`src/rtl/cpu_pipe_pkg.sv`:
```
// Shared definitions for CPU inter-stage pipeline registers: control bundle bit map,
// control bundle type and the occupancy state of a skid-buffered stage.
package cpu_pipe_pkg;

  localparam int CTRL_WMEM = 0;
  localparam int CTRL_RMEM = 1;
  localparam int CTRL_WREG = 2;
  localparam int CTRL_IMM  = 3;
  localparam int CTRL_BITS = 4;

  typedef logic [CTRL_BITS-1:0] ctrl_t;

  typedef enum logic [1:0] {
    ST_EMPTY,
    ST_ONE,
    ST_TWO
  } state_e;

endpackage

```
`src/rtl/pipe_stage_skid.sv`:
```
// Inter-stage pipeline register with valid/ready handshake and a 2-entry skid buffer,
// synchronous flush of held ops and a saturating stall counter.
module pipe_stage_skid
  import cpu_pipe_pkg::*;
#(
  parameter int DATA_W         = 32,
  parameter int N_WORDS        = 2,
  parameter int CTRL_W         = 4,
  parameter int ZERO_ON_BUBBLE = 1,
  parameter int STALL_CNT_W    = 16
) (
  input  logic                      clk,
  input  logic                      rst,
  input  logic                      flush,
  input  logic                      in_valid,
  output logic                      in_ready,
  input  logic [N_WORDS*DATA_W-1:0] in_data,
  input  logic [CTRL_W-1:0]         in_ctrl,
  output logic                      out_valid,
  input  logic                      out_ready,
  output logic [N_WORDS*DATA_W-1:0] out_data,
  output logic [CTRL_W-1:0]         out_ctrl,
  output logic [STALL_CNT_W-1:0]    stall_cnt
);

  localparam int DW = N_WORDS * DATA_W;

  logic                   main_valid_q, main_valid_d;
  logic                   skid_valid_q, skid_valid_d;
  logic [DW-1:0]          main_data_q, main_data_d;
  logic [DW-1:0]          skid_data_q, skid_data_d;
  logic [CTRL_W-1:0]      main_ctrl_q, main_ctrl_d;
  logic [CTRL_W-1:0]      skid_ctrl_q, skid_ctrl_d;
  logic [STALL_CNT_W-1:0] stall_cnt_q, stall_cnt_d;
  state_e                 state;
  logic                   accept;
  logic                   emit;

  // Skid only ever fills behind a valid main entry, so the two valid bits encode the state.
  always_comb begin
    state = ST_EMPTY;
    if (skid_valid_q)      state = ST_TWO;
    else if (main_valid_q) state = ST_ONE;
  end

  assign in_ready = !skid_valid_q && !rst;
  assign accept   = in_valid && in_ready;
  assign emit     = main_valid_q && out_ready;

  always_comb begin
    main_valid_d = main_valid_q;
    skid_valid_d = skid_valid_q;
    main_data_d  = main_data_q;
    skid_data_d  = skid_data_q;
    main_ctrl_d  = main_ctrl_q;
    skid_ctrl_d  = skid_ctrl_q;
    stall_cnt_d  = stall_cnt_q;

    case (state)
      ST_EMPTY: begin
        if (accept) begin
          main_valid_d = 1'b1;
          main_data_d  = in_data;
          main_ctrl_d  = in_ctrl;
        end
      end
      ST_ONE: begin
        if (emit && accept) begin
          main_data_d = in_data;
          main_ctrl_d = in_ctrl;
        end else if (emit) begin
          main_valid_d = 1'b0;
          main_ctrl_d  = '0;
        end else if (accept) begin
          skid_valid_d = 1'b1;
          skid_data_d  = in_data;
          skid_ctrl_d  = in_ctrl;
        end
      end
      ST_TWO: begin
        if (emit) begin
          main_data_d  = skid_data_q;
          main_ctrl_d  = skid_ctrl_q;
          skid_valid_d = 1'b0;
          skid_ctrl_d  = '0;
        end
      end
      default: begin
        main_valid_d = 1'b0;
        skid_valid_d = 1'b0;
      end
    endcase

    // Flush drops any same-cycle accept; zeroed ctrl keeps a killed op from writing anything.
    if (flush) begin
      main_valid_d = 1'b0;
      skid_valid_d = 1'b0;
      main_ctrl_d  = '0;
      skid_ctrl_d  = '0;
      main_data_d  = main_data_q;
      skid_data_d  = skid_data_q;
    end

    if (in_valid && !in_ready && !flush && (stall_cnt_q != '1)) begin
      stall_cnt_d = stall_cnt_q + STALL_CNT_W'(1);
    end
  end

  always_ff @(posedge clk) begin
    if (rst) begin
      main_valid_q <= 1'b0;
      skid_valid_q <= 1'b0;
      main_data_q  <= '0;
      skid_data_q  <= '0;
      main_ctrl_q  <= '0;
      skid_ctrl_q  <= '0;
      stall_cnt_q  <= '0;
    end else begin
      main_valid_q <= main_valid_d;
      skid_valid_q <= skid_valid_d;
      main_data_q  <= main_data_d;
      skid_data_q  <= skid_data_d;
      main_ctrl_q  <= main_ctrl_d;
      skid_ctrl_q  <= skid_ctrl_d;
      stall_cnt_q  <= stall_cnt_d;
    end
  end

  assign out_valid = main_valid_q;
  assign out_ctrl  = main_valid_q ? main_ctrl_q : '0;
  assign out_data  = ((ZERO_ON_BUBBLE != 0) && !main_valid_q) ? '0 : main_data_q;
  assign stall_cnt = stall_cnt_q;

endmodule

```
`config.mk`:
```
export PLATFORM = sky130hd
export DESIGN_NAME = pipe_stage_skid
export DESIGN_NICKNAME = d
export VERILOG_FILES = /design/src/rtl/cpu_pipe_pkg.sv /design/src/rtl/pipe_stage_skid.sv
export SDC_FILE = /design/constraint.sdc
export NUM_CORES = 1
export LEC_CHECK = 0
export BUFFER_PORTS_ARGS = -buffer_cell sky130_fd_sc_hd__buf_2
export CORE_MARGIN = 3
export CORE_UTILIZATION = 30
export CTS_CLUSTER_DIAMETER = 40
export CTS_CLUSTER_SIZE = 40
export DETAILED_ROUTE_END_ITERATION = 7
export SYNTH_ARGS = -nofsm -noshare
export SYNTH_HDL_FRONTEND = slang
export SYNTH_SLANG_ARGS = --single-unit
```
`constraint.sdc`:
```
create_clock -name clk -period 5.63 [get_ports clk]
set_input_delay 0.2815 -clock clk [delete_from_list [all_inputs] [get_ports clk]]
set_output_delay 0.2815 -clock clk [all_outputs]
set_load 0.005 [all_outputs]
```
==> results.md <==
- Netlist cell types: 42
- Largest net degree at the start of global routing: 81
- Worst setup SP type: register
- Mapped cell area: 0.006768 mm^2
- Max-cap violations: 0
- Clk_lat worst skew: 420 ps
- Commonest non-fill, non-tap cell in the layout: buf_2
- Ys async rst share: 0
- Die height: 156.2 um
- EDFF count, synth: 0
- Yosys synthesis warning count: 0
- First-pass GRT wire length: 29.15 mm
- Gate Count Post-Synth: 809
- RePlAce Congestion: 0.7679
- Maximum vdd ir drop: 0.0001766 V
- Initial antenna violation count: 3
- Slew HR: 0.3175
- Max Clock Freq: 318.3 MHz
- Total track usage: 0.1487
- Net Count, Synth: between 800 and 900
- Commonest non-fill, non-tap cells in the layout: buf_2 (157), dfxtp_1 (152), nand2_1 (142), a21oi_1 (85), nor2_1 (69)
- TNS Setup: 0 ps
- Minimum clock period: 3142 ps
- RSZ-0062 raised after global routing: no
- Final Hold Vio Count: 0
- Mean Syn Cell Area: 8.366 um^2
- Clock Sinks: 154
- Initial core utilization: 0.3073
- Fillers: 2283
- Storage cell area: 0.003088 mm^2
- CTS Buf Count: 17
- Yosys reg bits: 154
- Total Power: 2.593 mW
- Setup Crit Path Kind: reg2reg
- Post-route ant nets: 0
- Setup bufs post-CTS: 0
- Port buffer count: roughly 160
- Final Util: 0.3821
- Nets: 1004
- Status: complete, no violations
- Drt via density: 4.880
- Die ar.: 0.02440 mm^2
- Static Leak: between 3 and 4 nW
- Prevailing post-synth register cell: dfxtp_1
- H-tree lvl count: 4
- Clock Path Buffers: 2
- Type of the worst min-delay path: in2reg
- Grt ovf: 0
- Arrival time worst endpoint: around 3500 ps
- Layout overhead on the synthesized area: 24.35%
- CP max FO: 46
- PostCTS Resize Cnt: 0
- Core box area: about 0.022 mm^2
- Boundary Pins: 159
- TritonCTS clock tree: yes
- DP HPWL: 11.36 mm
- Setup-failing EPs final: 0
- Die width: about 160 um
- Drt drc: 0
- Worst slew pin tran: 1015 ps
- Final worst setup slack: 2488 ps
- Vias in the first global route: ~5700
- Final worst path period share: 0.5580
- Crit. End Element: register
- Post-Route WL: 18.01 mm
- Final Skew: 6.683 ps
- Share of cells above drive strength 1: 0.2206
- Final std cell area, no fill: 0.008416 mm^2
- Register area share after synthesis: 0.4555
- Placed Cells: 1191
- Clock root cell: clkbuf_16
- Via count: 5973
- Power Density: 308.2 mW/mm^2
- Dpl cell area: 0.007749 mm^2
- Initial detailed-routing violation count: approximately 290
- Slew Viols, Final: 0
- Hold WS: 101.5 ps
- Routed WL per cell: 14.71 um
- Area of the multi-input gates: between 0.003 and 0.004 mm^2
- Clk slew on worst S/H paths: about 60 ps
- DR pass1 iterations: 5
- DP Worst Slack: 2275 ps
- Rows: 54
- Critical path required time: 5960 ps
- Final non-filler cell total: about 1200
- Cts hold-fix bufs: 0
-- flip-flops by register name (all words and copies together), names as in the netlist --
name / cells
skid_valid_q: 1
skid_ctrl_q: 4
skid_data_q: 64
main_data_q: 64
stall_cnt: 16
out_valid: 1
main_ctrl_q: 4
-- worst paths after layout --
kind / slack [ps] / cells after the start / from / endpoint
worst min-delay path: 100 / 3 / in_data[21] / skid_data_q[21]
worst max register to register: 2490 / 6 / out_valid / main_data_q[38]
worst max-delay path: 2490 / 6 / out_valid / main_data_q[38]
worst min register to register: 450 / 2 / skid_data_q[24] / skid_data_q[24]
-- cell families (layout without fill, tap and decap cells) --
kind of cell / after synthesis / count (layout) / share of synthesized area
flip-flops: 154 / 154 / 0.4555
other: 0 / 1 / 0
adder cells (fa/ha/maj): 1 / 1 / 0.001848
buffers and inverters: 71 / 205 / 0.04400
multiplexers: 64 / 64 / 0.09466
AO/OA/AOI/OAI: 185 / 185 / 0.1703
AND/OR/NAND/NOR: 334 / 334 / 0.2337
-- area by class of cell --
cell class	instances	share of cell area
Multi-Input combinational cell	584	0.4062
Antenna cell	1	0.0002974
Sequential cell	154	0.3669
Tap cell	280	0.04163
Inverter	7	0.003122
Timing Repair Buffer	166	0.1029
Clock buffer	19	0.05382
Clock inverter	13	0.02513
-- cell usage after synthesis, drive strengths merged (10+ instances only) --
master / instances / share of area
o21ai: 11 / 0.0081
a211oi: 67 / 0.074
clkbuf: 42 / 0.023
nand2: 142 / 0.079
mux2i: 64 / 0.095
and2: 68 / 0.063
nor2: 69 / 0.038
a21oi: 85 / 0.063
dfxtp: 154 / 0.46
nand3: 10 / 0.0074
buf: 22 / 0.017
or4: 10 / 0.012
-- worst max-delay path, stage by stage (launching register included) --
cell	delay, ps
dfxtp_2	660
buf_4	490
nand2_1	230
a221oi_4	880
buf_4	450
nor2_1	80
a211oi_1	240
-- where the power goes --
part | switching, mW | internal (mW)
Sequential | 0.0157 | 1.12
Clock | 0.491 | 0.816
Combinational | 0.0899 | 0.0625
-- per-layer routing --
metal / GRT usage / vias to the layer above / share of wire / routed length, um
met5: 0 / - / 0.0015 / 27
met4: 0.05211 / 4 / 0.015 / 269
met3: 0.03856 / 20 / 0.046 / 822
met2: 0.2501 / 143 / 0.47 / 8542
met1: 0.1849 / 2751 / 0.46 / 8348
li1: - / 3055 / - / -
(Power assumes the default switching activity.)
